### config.mk
export PLATFORM = sky130hd
export DESIGN_NAME = div_unit
export DESIGN_NICKNAME = d
export VERILOG_FILES = /design/src/rtl/div_unit.sv
export SDC_FILE = /design/constraint.sdc
export NUM_CORES = 1
export LEC_CHECK = 0
export CORE_MARGIN = 5
export CORE_UTILIZATION = 35
export CTS_CLUSTER_SIZE = 16
export DETAILED_ROUTE_END_ITERATION = 8
export GPL_TIMING_DRIVEN = 0
export PLACE_DENSITY = 0.63
export SETUP_SLACK_MARGIN = 0.05
export SLEW_MARGIN = 40
export SYNTH_ARGS = -nofsm -noshare
export SYNTH_HDL_FRONTEND = slang
export SYNTH_SLANG_ARGS = --single-unit
### constraint.sdc
create_clock -name clk -period 5.15 [get_ports clk]
set_input_delay 0.7725 -clock clk [delete_from_list [all_inputs] [get_ports clk]]
set_output_delay 0.7725 -clock clk [all_outputs]
set_load 0.05 [all_outputs]
### src/rtl/div_unit.sv
// Multi-cycle restoring divider for DIV/DIVU: it produces one quotient bit per cycle
// from the operand magnitudes and applies a sign fix-up on the final step.
module div_unit #(
  parameter int DW = 32
) (
  input  logic            clk,
  input  logic            rst,
  input  logic            signed_div_i,
  input  logic [DW-1:0]   opdata1_i,
  input  logic [DW-1:0]   opdata2_i,
  input  logic            start_i,
  input  logic            annul_i,
  output logic [2*DW-1:0] result_o,
  output logic            ready_o
);

  localparam int CW = $clog2(DW + 1);

  typedef enum logic [1:0] {
    FREE = 2'd0,
    DBZ  = 2'd1,
    ON   = 2'd2,
    END  = 2'd3
  } state_t;

  state_t            r_state, w_state_n;
  logic [CW-1:0]     r_cnt, w_cnt_n;
  logic [2*DW:0]     r_w, w_w_n;
  logic [DW-1:0]     r_divisor, w_divisor_n;
  logic              r_signed, w_signed_n;
  logic              r_sign1, w_sign1_n;
  logic              r_sign2, w_sign2_n;
  logic [2*DW-1:0]   r_result, w_result_n;
  logic              r_ready, w_ready_n;

  logic [DW-1:0]     w_mag1, w_mag2;
  logic [2*DW:0]     w_shift, w_step;
  logic [DW:0]       w_diff;
  logic              w_borrow;
  logic [DW-1:0]     w_quo, w_rem;
  logic              w_abort;

  assign w_mag1 = (signed_div_i && opdata1_i[DW-1]) ? (~opdata1_i + 1'b1) : opdata1_i;
  assign w_mag2 = (signed_div_i && opdata2_i[DW-1]) ? (~opdata2_i + 1'b1) : opdata2_i;

  // The top bit of W is always zero before a shift because the partial remainder stays below the divisor.
  assign w_shift  = r_w << 1;
  assign w_borrow = w_shift[2*DW:DW] < {1'b0, r_divisor};
  assign w_diff   = w_shift[2*DW:DW] - {1'b0, r_divisor};
  assign w_step   = w_borrow ? w_shift : {w_diff, w_shift[DW-1:1], 1'b1};

  assign w_quo = (r_signed && (r_sign1 ^ r_sign2)) ? (~w_step[DW-1:0] + 1'b1) : w_step[DW-1:0];
  assign w_rem = (r_signed && r_sign1) ? (~w_step[2*DW-1:DW] + 1'b1) : w_step[2*DW-1:DW];

  assign w_abort = annul_i || !start_i;

  always_comb begin
    w_state_n   = r_state;
    w_cnt_n     = r_cnt;
    w_w_n       = r_w;
    w_divisor_n = r_divisor;
    w_signed_n  = r_signed;
    w_sign1_n   = r_sign1;
    w_sign2_n   = r_sign2;
    w_result_n  = r_result;
    w_ready_n   = r_ready;

    case (r_state)
      FREE: begin
        w_ready_n  = 1'b0;
        w_result_n = '0;
        if (start_i && !annul_i) begin
          if (opdata2_i == '0) begin
            w_state_n = DBZ;
          end else begin
            w_state_n   = ON;
            w_cnt_n     = '0;
            w_w_n       = {{(DW+1){1'b0}}, w_mag1};
            w_divisor_n = w_mag2;
            w_signed_n  = signed_div_i;
            w_sign1_n   = opdata1_i[DW-1];
            w_sign2_n   = opdata2_i[DW-1];
          end
        end
      end
      DBZ: begin
        w_result_n = '0;
        if (w_abort) begin
          w_state_n = FREE;
          w_ready_n = 1'b0;
        end else begin
          w_state_n = END;
          w_ready_n = 1'b1;
        end
      end
      ON: begin
        if (w_abort) begin
          w_state_n  = FREE;
          w_ready_n  = 1'b0;
          w_result_n = '0;
        end else begin
          w_w_n   = w_step;
          w_cnt_n = r_cnt + CW'(1);
          if (r_cnt == CW'(DW - 1)) begin
            w_state_n  = END;
            w_ready_n  = 1'b1;
            w_result_n = {w_rem, w_quo};
          end
        end
      end
      END: begin
        if (w_abort) begin
          w_state_n  = FREE;
          w_ready_n  = 1'b0;
          w_result_n = '0;
        end
      end
      default: begin
        w_state_n  = FREE;
        w_ready_n  = 1'b0;
        w_result_n = '0;
      end
    endcase
  end

  always_ff @(posedge clk) begin
    if (rst) begin
      r_state   <= FREE;
      r_cnt     <= '0;
      r_w       <= '0;
      r_divisor <= '0;
      r_signed  <= 1'b0;
      r_sign1   <= 1'b0;
      r_sign2   <= 1'b0;
      r_result  <= '0;
      r_ready   <= 1'b0;
    end else begin
      r_state   <= w_state_n;
      r_cnt     <= w_cnt_n;
      r_w       <= w_w_n;
      r_divisor <= w_divisor_n;
      r_signed  <= w_signed_n;
      r_sign1   <= w_sign1_n;
      r_sign2   <= w_sign2_n;
      r_result  <= w_result_n;
      r_ready   <= w_ready_n;
    end
  end

  assign result_o = r_result;
  assign ready_o  = r_ready;

endmodule

* After elaboration in Yosys (flattened, before gate mapping)
Index checks and enable logic that the tools add are counted.
** Operators by class
- $add $sub $neg :: 6
- Order comparisons :: 1
- Equal/unequal tests :: 9
- Muxes and demuxes :: 29
- Bitwise logic cells :: 6
- Reduce and logical (&&, ||, !) cells :: 16
** Operator list (count)
- $mux W64 :: 7
- $pmux W64 S3 :: 1
- $add A32 B1 Y32 const B :: 4
- $mux W32 :: 4
- $not A32 Y32 :: 4
- $pmux W64 S2 :: 1
- $lt A33 B32 Y1 :: 1
- $logic_not A32 Y1 :: 1
- $sub A32 B32 Y32 :: 1
- $mux W6 :: 3
- $mux W2 :: 6
- $pmux W6 S2 :: 1
- $ne A2 B2 Y1 const B :: 4
- $pmux W2 S4 :: 1
- $add A6 B1 Y6 const B :: 1
- $eq A6 B5 Y1 const B :: 1
- $reduce_and A3 Y1 :: 2
- $logic_and A1 B1 Y1 :: 5
- $eq A2 B2 Y1 const B :: 2
- $mux W1 :: 4
- $pmux W1 S4 :: 1
- $reduce_and A4 Y1 :: 1
- $ne A3 B3 Y1 const B :: 1
- $eq A2 B1 Y1 const B :: 1
- 8 further kinds :: 9
** Storage, ports and cells
- Flip-flop bits (word level) :: 172
- Bits of input ports :: 69
- Output and inout bits :: 65
- Word-level logic and storage cells :: 76

* Depth between registers and ports, before layout
Gate-level depths: netlist of run 1.
- Depth after elaboration :: 8
- Depth in mapped cells :: 26
- Gate-level depth less buffers :: 22

* Worst setup path before layout of run 1
Ideal clock, no wire load.
- Kind :: flip-flop to flip-flop
- Start :: register r_w[51]
- End :: register r_result[58] (netlist: result_o[58])
- Library setup time :: 0.060 ns
- Arrival :: 5.283 ns
- Required time :: 5.090 ns
- Path slack :: -0.194 ns
- Cell stages (with the launch flop) :: 26
- Path buffers :: 4
- Clock period less this slack :: 5.344 ns
- Path through :: dfxtp_1 -> ha_1 -> buf_6 -> a21oi_4 -> o21ai_2 -> a41o_1 -> a221o_1 -> a2111oi_4 -> nand2_4 -> buf_6 -> clkbuf_1 -> clkbuf_1 -> nor2_1 -> a21oi_1 -> inv_1 -> ha_1 -> nand2b_1 -> nand4bb_1 -> or3_1 -> or3_1 -> nor3_1 -> a41o_1 -> a41oi_1 -> or4_1 -> o2111ai_1 -> a22o_1
** On the way
- Word-level cells in the longest chain between the ends :: 8
- Elaborated cells on any way between the ends :: 9
- Those cells by class :: add/sub: 2; order compare: 1; mux: 5; bitwise: 1
** RTL lines
- start, declared :: RTL line 28 : logic [2*DW:0] r_w, w_w_n;
- start signal, assigned :: RTL line 140 : r_w <= w_w_n;
- $sub A32 B32 Y32 or $lt A33 B32 Y1 (tied branches) :: RTL line 49, 48
- $mux W64 (*) :: RTL line 50 : assign w_step = w_borrow ? w_shift : {w_diff, w_shift[DW-1:1], 1'b1};
- $not A32 Y32 :: RTL line 53 : assign w_rem = (r_signed && r_sign1) ? (~w_step[2*DW-1:DW] + 1'b1) : w_step[2*DW-1:DW];
- $add A32 B1 Y32 :: RTL line 53
- $mux W32 (*) :: RTL line 53
- $mux W64 (*) :: RTL line 104 : if (r_cnt == CW'(DW - 1)) begin
- $mux W64 (*) :: RTL line 97 : if (w_abort) begin
- $pmux W64 S3 (*) :: RTL line 68 : case (r_state)
- end signal, assigned :: RTL line 145 : r_result <= w_result_n;
- end, declared :: RTL line 33 : logic [2*DW-1:0] r_result, w_result_n;
Every way passes the cells marked *; elsewhere a longest branch is shown, timed or not. The select of a mux whose other input is x is not followed.
A chain may end at the register's enable or synchronous reset.

* Final worst setup path of run 1
- Start :: register r_w[43]
- End :: register r_result[58] (netlist: result_o[58])
The elaborated chain is that of the path after synthesis.

==> results.txt, run 1 <==
* Total clock buffers created by CTS: 17
- Headroom to the max-slew limit came out at between 40% and 50%.
- STA puts the critical path data required time at between 5 and 6 ns.
- The worst setup path is launched from a flop.
* Number of sinks handled by clock tree synthesis: between 150 and 200
- The first global-routing pass estimated roughly 65000 um of wire.
- Peak per-stage delay on the critical path: around 0.46 ns
* Routed via count: 12380
* Cell types occupying the most area after synthesis: sky130_fd_sc_hd__dfxtp_1 (30%), sky130_fd_sc_hd__nor2_1 (6.4%), sky130_fd_sc_hd__nand2_1 (6.1%), sky130_fd_sc_hd__a21oi_1 (6.1%), sky130_fd_sc_hd__xnor2_1 (5.4%)
* Placement-stage cell area: ~14000 um2
- Routability-driven placement finished with a final weighted congestion of 0.988.
* Leakage: around 5.5 nW
- Setup violation total in the final timing report: 0
- 1st-iter DRT viols: between 1000 and 1500
- Net Count, Synth: around 1700
* Dpl cells: between 2000 and 2500
- The total area inside the core boundary comes to between 30000 and 40000 um2.
- Setup repair after global routing missed its margin: true
* Logic depth of the worst setup path including buffers: 24
- The floorplan has 66 rows.
- For the pin with the worst max-slew slack, the measured transition is between 0.8 and 0.9 ns.
- The number of global-route vias before repair came to 11669.
- The synthesized design contains 0 enable-type register cells.
- Max rail drop VDD: about 0.00028 V
* Estimated wirelength of the detail-placed design: ~33000 um
- Final Net Count: 1861
* Flip-flop and latch count after synthesis: 172
* Area share of the leading cell type in the synthesized netlist: approximately 30%
- For this run, design rule violations remaining after detail routing come to 0.
- Clock-pin slew was measured on the worst setup and hold paths at about 0.07 ns.
- Classification of the worst setup path: flop to flop
- Dividing the detail-routed wire length by the instance count gives between 15 and 20 um.
- For the final routed database, the setup TNS stands at 0 ns.
- The pre-antenna-repair detailed-routing pass consisted of 5 iterations.
- Number of warnings reported in the yosys synthesis log: 0
* Top Family by Delay on Critical Path: simple AND/OR/NAND/NOR gates
* Number of buffers inserted by port buffering: approximately 130
* Maximum clock frequency: approximately 200 MHz
- Effective utilization at floorplan: between 30% and 40%
- Die outline area: between 30000 and 40000 um2
* Initial antenna violation count: 1
* Crit path max fanout: 10
- Clock root cell: sky130_fd_sc_hd__clkbuf_16
* Number of fillers in the final layout: between 3000 and 4000
- In this run the worst hold path is classified as flop to flop.
- Worst clock skew: about 0.016 ns
* Cell type of the slowest stage on the worst timing path: sky130_fd_sc_hd__or4_4
- Counting along the longest clock path gives a buffer depth of 2.
- In this run the remaining antenna-violating nets after routing total 0.
* Drt total wl: 42300 um
- PwrDens: 355 nW/um2
- From left edge to right edge, the die measures roughly 190 um.
* Largest net degree at the start of global routing: 19
- The tool flagged a number of max-cap violations equal to 0.
* Total count of hold-check failures in the final report: 0
* Crit end category: flop
- Buf+Inv Stages, Crit Path: 5
* Latest clock arrival within the worst-skew pair: around 0.45 ns
- Cell breakdown of the critical path: ha_1, clkbuf_4, and4_4, nand3_1, a21o_1, o211ai_4, nand4_1, nand2_4, buf_12, clkbuf_16, buf_6, a21oi_4, inv_2, ha_4, nand2b_4, nand4bb_4, or3_4, or3_1, nor3_2, a41o_2, a41oi_4, or4_4, o2111ai_4, a22o_1
- Measured in cells, the most critical reg-to-reg path has a length of 24.
* Max-slew violations: 0
- Relative to the synthesized area, the layout overhead comes to 27.8%.
- Count of boundary I/O pins: about 130
- The H-tree was split into 4 levels.
* Diode count: 0
* Portion of the post-synthesis area used by sequential elements: 29.7%
- For the finished layout, the period the worst path requires is 5.11 ns.
- The finished cells cover between 10000 and 15000 um2.
- Number of instances in the synthesized netlist: 1557
* Routed via count divided by cell count: between 5 and 6
- Cells with a size suffix above 1 make up under 10% of the layout.
- For this run, the leading register cell type out of synthesis is sky130_fd_sc_hd__dfxtp_1.
* Clock tree from TritonCTS: done
* Die height: slightly below 200 um
* Mean instance size in the synthesized netlist: 7.45 um2
- Overall power consumption after layout is estimated at roughly 0.0053 W.
* Total gr overflow: 0
- Count of different cell masters after synthesis: just under 80
- Summing every instance area after synthesis gives between 10000 and 15000 um2.
- The worst hold path was traced through 2 stages.
- Filler-free cell count of the finished design: between 2000 and 2500
* FFs w/ async S/R, synth: 0%
* Run status: finished, final reports clean
- Signal arrival time at the worst endpoint: between 5 and 6 ns
* GRT Resource Usage Total: 22.3%
- In the finished design, the share of the clock period the worst path needs comes to between 90% and 100%.
- Largest area contributor in the synthesized netlist: sky130_fd_sc_hd__dfxtp_1
==> layer usage <==
metal | global-route usage (%) | vias to the layer above | part of all wire [%]
met1 | 32.1 | 5865 | 47
met2 | 34.3 | 525 | 44
met5 | 0 | - | 0.13
met3 | 3.82 | 70 | 7.4
li1 | - | 5918 | -
met4 | 6.23 | 2 | 2.3
==> logic make-up after synthesis <==
group	Yosys count	synth area share [%]
flops	172	29.7
compound gates	464	25.7
simple gates	567	22.3
xor+xnor	140	10.6
mux	24	2.22
fa+ha+maj	41	4.48
buf+inv	149	5.04
==> power by group <==
part / internal (W) / total [W] / switching [W]
clock: 0.000646 / 0.00129 / 0.000646
combinational: 0.000926 / 0.00245 / 0.00152
sequential: 0.00142 / 0.00152 / 0.0000963
total: 0.00300 / 0.00526 / 0.00227
==> sequential cells by signal, summed over array words and instances (netlist names) <==
signal	count
r_sign1	1
r_cnt	6
ready_o	1
r_sign2	1
r_signed	1
r_w	64
r_divisor	32
result_o	64
r_state	2
==> path summary, 6_finish.rpt <==
path                                    from            to  slack [ns]
worst max register to register       r_w[43]  result_o[58]        0.04
worst min register to register  result_o[60]  result_o[60]        0.45
worst max-delay path                 r_w[43]  result_o[58]        0.04
worst min-delay path            result_o[60]  result_o[60]        0.45
==> cell usage in the layout, fill, tap and decap left out, drive strengths merged, types with 16 or more instances in the layout <==
| master | instances |
|---|---|
| a22oi | 47 |
| mux2i | 22 |
| nor2 | 198 |
| a21o | 17 |
| ha | 40 |
| clkbuf | 90 |
| dfxtp | 172 |
| a31oi | 17 |
| nand3 | 22 |
| buf | 58 |
| nor4 | 16 |
| xor2 | 68 |
| clkdlybuf4s50 | 133 |
| inv | 68 |
| a21oi | 143 |
| nand2 | 190 |
| nor3 | 27 |
| o21ai | 106 |
| o31ai | 18 |
| xnor2 | 72 |
| a211oi | 33 |
| or3 | 26 |
==> worst register-to-register path: cells and delay by family (launching register included) <==
family	cells	cell delay, ns
simple gates	10	2.34
flops	1	0.39
compound gates	7	1.16
fa+ha+maj	2	0.46
buf+inv	5	0.69
==> cell type report <==
type / count / area [um2] / area share [%]
Tap cell: 442 / 553 / 3.73
Timing Repair Buffer: 182 / 1720 / 11.6
Clock inverter: 15 / 151 / 1.02
Clock buffer: 17 / 425 / 2.87
Buffer: 82 / 385 / 2.60
Sequential cell: 172 / 3460 / 23.4
Inverter: 60 / 235 / 1.59
Multi-Input combinational cell: 1236 / 7900 / 53.2
==> cells in the mapped netlist, types with 5 or more instances <==
cell	number
sky130_fd_sc_hd__o41ai_1	11
sky130_fd_sc_hd__nand3_1	22
sky130_fd_sc_hd__a22o_1	5
sky130_fd_sc_hd__o21a_1	5
sky130_fd_sc_hd__a22oi_1	47
sky130_fd_sc_hd__xnor2_1	72
sky130_fd_sc_hd__or4_1	8
sky130_fd_sc_hd__and3_1	9
sky130_fd_sc_hd__xor2_1	68
sky130_fd_sc_hd__nor2_1	198
sky130_fd_sc_hd__nand2_1	189
sky130_fd_sc_hd__a41oi_1	5
sky130_fd_sc_hd__a2bb2oi_1	5
sky130_fd_sc_hd__ha_1	40
sky130_fd_sc_hd__clkbuf_1	76
sky130_fd_sc_hd__a21o_1	17
sky130_fd_sc_hd__nand4_1	13
sky130_fd_sc_hd__nand3b_1	5
sky130_fd_sc_hd__a211oi_1	33
sky130_fd_sc_hd__or3_1	26
sky130_fd_sc_hd__dfxtp_1	172
sky130_fd_sc_hd__nand2b_1	12
sky130_fd_sc_hd__and4_1	5
sky130_fd_sc_hd__a21oi_1	141
sky130_fd_sc_hd__and2_1	14
sky130_fd_sc_hd__buf_2	6
sky130_fd_sc_hd__nor3_1	27
sky130_fd_sc_hd__nor3b_1	6
sky130_fd_sc_hd__o211ai_1	13
sky130_fd_sc_hd__o21ai_0	102
sky130_fd_sc_hd__a31oi_1	17
sky130_fd_sc_hd__o21bai_1	7
sky130_fd_sc_hd__o31ai_1	17
sky130_fd_sc_hd__nor2b_1	5
sky130_fd_sc_hd__nor4_1	16
sky130_fd_sc_hd__inv_1	60
sky130_fd_sc_hd__mux2i_1	19
==> timing repair <==
action / 4_1_cts / 5_1_grt
resized for setup: 69 / 35
hold buffers: 0 / 0
setup endpoints to repair: 42 / 30
pin swaps: 20 / 22
setup buffers: 41 / 10
==> metrics by stage <==
| stage | setup WS [ns] | utilization, % | hold WS (ns) |
|---|---|---|---|
| finish | 0.0426 | 45.5 | 0.447 |
| CTS | -0.162 | 45.0 | 0.454 |
| detailed placement | -1.14 | 41.4 | 0.444 |
| global route | -0.0420 | 45.5 | 0.491 |
| global placement | -1.11 | 41.4 | 0.436 |
| floorplan | 0.0521 | - | 0.432 |
No activity file was read; power rests on OpenSTA's default activity.
==> run 2: changes to the inputs <==
--- a/config.mk
+++ b/config.mk
@@ -12,7 +12,7 @@
 export GPL_TIMING_DRIVEN = 0
 export PLACE_DENSITY = 0.63
 export SETUP_SLACK_MARGIN = 0.05
-export SLEW_MARGIN = 40
+export SLEW_MARGIN = 20
 export SYNTH_ARGS = -nofsm -noshare
 export SYNTH_HDL_FRONTEND = slang
 export SYNTH_SLANG_ARGS = --single-unit
==> constraint.sdc (replaced) <==
create_clock -name clk -period 5.15 [get_ports clk]
set_input_delay 0.7725 -clock clk [delete_from_list [all_inputs] [get_ports clk]]
set_output_delay 0.7725 -clock clk [all_outputs]
set_load 0.1 [all_outputs]
==> run 2 against run 1 <==
Maximum frequency increased by 0.89%. Setup slack improved by 0.045 ns. Critical path depth unchanged. Clock skew decreased by 0.00060 ns. Hold slack about the same. Register-to-register slack improved by 0.05 ns. Critical path type unchanged. Clock-buffer cell count unchanged. Final cell count unchanged. Clock power about the same. Core utilization unchanged. Sequential cell count unchanged.
==> results.txt, run 2 (synthesized netlist as in run 1, its figures left out) <==
* Run status: finished, final reports clean
- The tool flagged a number of max-cap violations equal to 0.
* Element type at the critical path start: flop
* Signal arrival time at the worst endpoint: between 5 and 6 ns
- The clock tree synthesis step divided the H-tree into 4 levels.
- At the end of routability-driven placement, the weighted congestion stood at approximately 0.99.
- In the routed design, unresolved DRC markers number 0.
- The path class of the tightest hold or removal check is flop to flop.
* Initial DRT Pass Iterations: 7
- Fraction of layout cells with a size suffix above 1: under 10%
* GR met2 Demand/Resource: approximately 34%
* Max rail drop VDD: around 0.00027 V
- Area growth syn-to-layout: 27.8%
- Per-cell routed wire length: between 15 and 20 um
- The final critical path takes up a little over nine tenths of the cycle.
- GRT Resource Usage Total: 22.3%
- Estimated wirelength of the detail-placed design: about 33000 um
- The layer flagged by global routing as most heavily used is met2.
* Clock tree from TritonCTS: done
* Worst setup slack after placement: -1.14 ns
* Data required time of the worst path: 5.54 ns
- The root buffer cell chosen for the clock tree is sky130_fd_sc_hd__clkbuf_16.
* Final Net Count: about 1900
* Number of core rows: between 60 and 70
- The worst setup path is captured at a flop.
* Most frequent standard cell in the layout excluding fill and tap cells: sky130_fd_sc_hd__nor2_1
- Cell type of the slowest stage on the worst timing path: sky130_fd_sc_hd__or4_4
- Switch share: 43.2%
- Share of power burned in registers: between 20% and 30%
- The number of max-slew violations in the final report is 0.
* Setup repair after global routing missed its margin: true
* Total clock buffers created by CTS: 17
- Largest net degree at the start of global routing: 19
- Total gr overflow: 0
- Placeable core region: around 33000 um2
- Die outline area: ~37000 um2
* Worst clock skew: approximately 0.015 ns
* Capture point of the worst path: result_o[58]
- Met3 usage in global routing: 3.82%
* Worst Reg2Reg Path Length in Cells: 24
* First-pass GRT wire length: between 60000 and 70000 um
- The top cell types in the final layout, fill and taps aside, are sky130_fd_sc_hd__nor2_1 (196), sky130_fd_sc_hd__nand2_1 (189), sky130_fd_sc_hd__dfxtp_1 (161).
- Number of sinks handled by clock tree synthesis: around 170
* Diode count: 0
- The most critical setup path has its startpoint at r_w[51].
- Global Route met1 Usage: between 30% and 40%
- Combinational logic burns between 40% and 50% of the power.
- The die is between 150 and 200 um tall.
- In the routed layout, each cell is associated on average with a via count of between 5 and 6.
- Die X-Extent: a little under 200 um
* Reg2Reg Capture Point: result_o[58]
- Least-Margin Pin Slew: between 1 and 1.5 ns
- PwrDens: ~360 nW/um2
- Crit path max fanout: 8
- Number of global-route vias before repair: 11669
- Source of the worst register-to-register timing path: r_w[51]
- Net switching power: 0.00228 W
- Relative contribution of the clock network to total power: 24.5%
- Setup violations remaining at the end of the flow were counted as 0.
- Latest clock arrival within the worst-skew pair: about 0.44 ns
- Number of routed nets with antenna violations: 0
- Max-slew headroom: about a third
- Count of boundary I/O pins: 134
- Initial antenna violation count: 1
- Summed over all cells, the static leakage comes to ~5.5 nW.
- Maximum clock frequency: 198 MHz
- Peak per-stage delay on the critical path: about 0.46 ns
- Cell breakdown of the critical path: ha_4, a21oi_4, o21ai_2, a41o_1, a221o_1, a2111oi_4, buf_4, nand2_4, buf_12, clkbuf_16, nor2_4, a21oi_4, inv_2, ha_4, nand2b_4, nand4bb_4, or3_4, or3_1, nor3_2, a41o_2, a41oi_4, or4_4, o2111ai_4, a22o_1
* Fraction of the core area covered by cells at the end of the flow: 45.5%
* Number of fillers in the final layout: between 3000 and 4000
- Cell-internal power: 0.00300 W
- The worst path needs 5.06 ns of the cycle, external delays included.
- Number of buffers inserted by port buffering: between 100 and 150
- The critical path is of the flop to flop type.
- Effective utilization at floorplan: between 30 and 40%
* FF-to-FF setup slack: a little under 0.09 ns
- Once routing completed, OpenROAD measured the worst setup slack at between 0.08 and 0.09 ns.
- The final layout contains routed wiring with a total length of approximately 42000 um.
* Routed via count: roughly 12000
* 1st-iter DRT viols: between 1000 and 1500
- Worst hold-check slack: approximately 0.45 ns
* Clock transition at the registers of the reported paths: around 0.070 ns
* Clock Path Buffers: 2
* Total count of hold-check failures in the final report: 0
run 2: how the worst min path moves through the flow:
| stage | from | end | slack [ns] | cells past startpoint |
|---|---|---|---|---|
| CTS | result_o[60] | result_o[60] | 0.45 | 2 |
| detailed placement | result_o[54] | result_o[54] | 0.44 | 2 |
| floorplan | r_divisor[22] | r_divisor[22] | 0.43 | 2 |
| global placement | result_o[49] | result_o[49] | 0.44 | 2 |
| global route | result_o[50] | result_o[50] | 0.49 | 2 |
| finish | result_o[60] | result_o[60] | 0.45 | 2 |
run 2: layout make-up:
class                      instances  area, um2  area share [%]
clock buffer                      17        425            2.87
inverter                          60        235            1.59
buffer                            82        385            2.60
tap                              442        553            3.73
timing repair buffer             182       1720            11.6
multi-input combinational       1236       7900            53.2
sequential                       172       3460            23.4
clock inverter                    15        151            1.02
run 2: what timing repair did:
action,CTS,global route
pin swaps,20,22
hold buffers,0,0
gates cloned,0,0
resized for setup,69,36
setup endpoints to repair,42,38
buffers inserted,41,10
run 2: power groups by stage:
stage | logic (W) | clock network (W) | registers, W
floorplan | 0.00146 | 0 | 0.00154
global placement | 0.00208 | 0 | 0.00154
detailed placement | 0.00210 | 0 | 0.00154
CTS | 0.00233 | 0.00130 | 0.00151
global route | 0.00265 | 0.00136 | 0.00153
finish | 0.00246 | 0.00129 | 0.00152
run 2: stage by stage:
step	power, W	instance area (um2)	instances	setup TNS, ns
3_5_place_dp	0.00364	13500	2132	-26.75
6_report	0.00528	14800	2206	0
5_1_grt	0.00554	14800	2206	-0.0420
2_1_floorplan	0.00300	11600	1557	0
3_3_place_gp	0.00362	13500	2132	-22.61
4_1_cts	0.00514	14700	2203	-0.205
run 2: routing by layer:
layer,up-vias,routed length (um),part of all wire [%]
li1,5921,-,-
met1,5877,19700,47
met2,514,18500,44
met3,66,3060,7.2
met4,2,943,2.2
met5,-,52,0.12
run 2: worst max-delay path, delay by kind of cell (launching register included):
family                   cells  cell delay (ns)
buffers and inverters        4             0.56
adder cells (fa/ha/maj)      2             0.41
AO/OA/AOI/OAI               10             1.86
flip-flops                   1             0.37
AND/OR/NAND/NOR              8             1.78
==> run 3: changes to the inputs <==
--- a/config.mk
+++ b/config.mk
@@ -9,9 +9,11 @@
 export CORE_UTILIZATION = 35
 export CTS_CLUSTER_SIZE = 16
 export DETAILED_ROUTE_END_ITERATION = 8
+export DONT_BUFFER_PORTS = 1
 export GPL_TIMING_DRIVEN = 0
-export PLACE_DENSITY = 0.63
+export PLACE_DENSITY = 0.58
 export SETUP_SLACK_MARGIN = 0.05
+export SKIP_CTS_REPAIR_TIMING = 1
 export SLEW_MARGIN = 20
 export SYNTH_ARGS = -nofsm -noshare
 export SYNTH_HDL_FRONTEND = slang
==> run 3 against run 2 <==
The run now ends with setup timing left. Maximum frequency shrank 6.7%. Sequential share of layout area is 2.4 points higher. Die area unchanged. Critical path depth increased by 2.
==> results.txt, run 3 (synthesized netlist as in run 1, its figures left out) <==
* Run status: complete, but fails checks
- Violations in the final reports: setup timing
- The largest single stage delay on the critical path is ~0.57 ns.
- Post-route DRC violation count: 0
- Setup repair after global routing missed its margin: true
* Worst clock skew: between 0.015 and 0.02 ns
- Number of global-route vias before repair: 10827
- Leaving out fill and tap cells, the most frequent cell in the layout is sky130_fd_sc_hd__nor2_1.
- Relative contribution of the clock network to total power: between 20% and 30%
* Clock Path Buffers: 2
- Routed via count divided by cell count: 5.69
- STA classifies the critical path startpoint as a flop.
- Switch share: between 40 and 50%
- CP most frequent cell: sky130_fd_sc_hd__buf_12
- STA classifies the critical path endpoint as a flop.
* Total gr overflow: 0
- In this run the worst path has a maximum fanout of 7.
* Clock root cell: sky130_fd_sc_hd__clkbuf_16
- Max-slew headroom: between 20% and 30%
- Maximum level of the CTS H-tree: 4
- The die is 192 um tall.
- For this run, the total global-route usage over all layers was measured as a little over a fifth.
- After routing, the total negative slack on setup checks comes to -0.536 ns.
- Estimated wirelength of the detail-placed design: approximately 32000 um
- Number of maximum-capacitance violations: 0
- After detailed routing, the average wire length per cell comes to 20.1 um.
- Internal power comes to approximately 0.0029 W.
* Number of buffers inserted by port buffering: 0
* Clock transition at the registers of the reported paths: roughly 0.09 ns
- Combinational logic is responsible for between 40% and 50% of the overall power.
- Data on the critical path arrives at its endpoint at around 5.8 ns.
* Latest clock arrival within the worst-skew pair: 0.45 ns
- Initial antenna violation count: 0
* Final Wtd Congestion: 0.926
* Worst setup slack after placement: -1.06 ns
- Dividing total power by cell area gives a power density of between 300 and 400 nW/um2.
- Fraction of layout cells with a size suffix above 1: about a tenth
- Routed via count: 11735
- Largest net degree at the start of global routing: 22
- The slowest stage of the critical path is the sky130_fd_sc_hd__or4_1 cell.
- Die outline area: between 30000 and 40000 um2
* Effective utilization at floorplan: about 36%
- Total power for the finished layout comes to just over 0.005 W.
- Final Net Count: 1717
- Share of power burned in registers: 29.9%
- Number of routed nets with antenna violations: 0
- The die is between 150 and 200 um wide.
- 0 antenna diodes ended up in the layout.
* Total count of hold-check failures in the final report: 0
* Max rail drop VDD: 0.000263 V
* First-pass GRT wire length: 62600 um
- At the worst endpoint, the required time is around 5.6 ns.
- Relative to the synthesized area, the layout overhead comes to 15.7%.
* Clock tree from TritonCTS: done
- Fraction of the core area covered by cells at the end of the flow: about two fifths
- Placeable core region: 32600 um2
* Top library cells by usage in the layout, fill and taps aside: sky130_fd_sc_hd__nor2_1 (196), sky130_fd_sc_hd__nand2_1 (189), sky130_fd_sc_hd__dfxtp_1 (160)
- After floorplanning, the core was divided into 66 placement rows.
* Number of sinks handled by clock tree synthesis: approximately 170
* Final cycle utilization of the critical path: 105%
- Least-Margin Pin Slew: 1.12 ns
- Setup violations remaining at the end of the flow were counted as 6.
* Net switching power: 0.00226 W
* HP Class: flop to flop
* Count of boundary I/O pins: roughly 130
- Maximum clock frequency: approximately 180 MHz
* 1st-iter DRT viols: about 1100
- After detailed routing, the total wire length is around 41000 um.
- The number of max-slew violations in the final report was 0.
* Initial DRT Pass Iterations: 6
* Classification of the worst setup path: flop to flop
- Final Worst Setup Slack: -0.278 ns
- Final period demand of the worst path: 5.43 ns
* Total clock buffers created by CTS: 17
- Leakage: between 4 and 5 nW
[run 3: cell types whose count changed in the layout (fill, tap and decap cells not counted), moves of 3 or more]
cell	delta
sky130_fd_sc_hd__clkdlybuf4s50_1	-133
sky130_fd_sc_hd__clkinv_8	+3
sky130_fd_sc_hd__buf_4	-7
sky130_fd_sc_hd__buf_6	-8
sky130_fd_sc_hd__buf_8	+4
sky130_fd_sc_hd__clkinvlp_4	-3
[run 3: power groups by stage]
stage                     combinational [W]  clock [W]  sequential (W)
after floorplan                     0.00146          0         0.00154
after global placement              0.00198          0         0.00157
after detailed placement            0.00199          0         0.00157
after CTS                           0.00200    0.00138         0.00154
after global routing                0.00246    0.00144         0.00156
final                               0.00227    0.00137         0.00155
[run 3: cell type report]
cell class / instances / area [um2]
Fill cell: 3378 / 19200
Multi-Input combinational cell: 1236 / 7860
Sequential cell: 172 / 3460
Tap cell: 442 / 553
Buffer: 84 / 428
Clock buffer: 17 / 425
Timing Repair Buffer: 36 / 274
Inverter: 60 / 230
Clock inverter: 15 / 196
[run 3: per-stage QoR]
step                      cell area (um2)  hold slack [ns]  std cells
after global routing                13400            0.469       2062
after CTS                           12800            0.443       2031
after detailed placement            12200            0.449       1999
after global placement              12200            0.442       1999
final                               13400            0.458       2062
after floorplan                     11600            0.432       1557
[run 3: worst max-delay path: cells and delay by family, from the launching register on]
kind | cells | cell delay, ns
compound gates | 10 | 1.89
fa+ha+maj | 2 | 0.40
buf+inv | 6 | 0.80
flops | 1 | 0.38
simple gates | 8 | 1.88
[run 3: metal layers]
layer  share of wire (%)  vias to the layer above  global-route usage [%]  routed length [um]
met3                  10                       48                    6.20                4280
met2                  44                      473                    33.3               18200
met4                 1.7                        0                    5.79                 712
li1                    -                     5645                       -                   -
met1                  44                     5569                    29.6               18200
met5                   0                        -                       0                   0
[run 3: final timing paths]
kind | end | depth (start not counted) | slack (ns) | startpoint
min reg2reg | r_divisor[31] | 2 | 0.46 | r_divisor[31]
max | result_o[58] | 26 | -0.28 | r_w[55]
max reg2reg | result_o[58] | 26 | -0.28 | r_w[55]
min | r_divisor[31] | 2 | 0.46 | r_divisor[31]
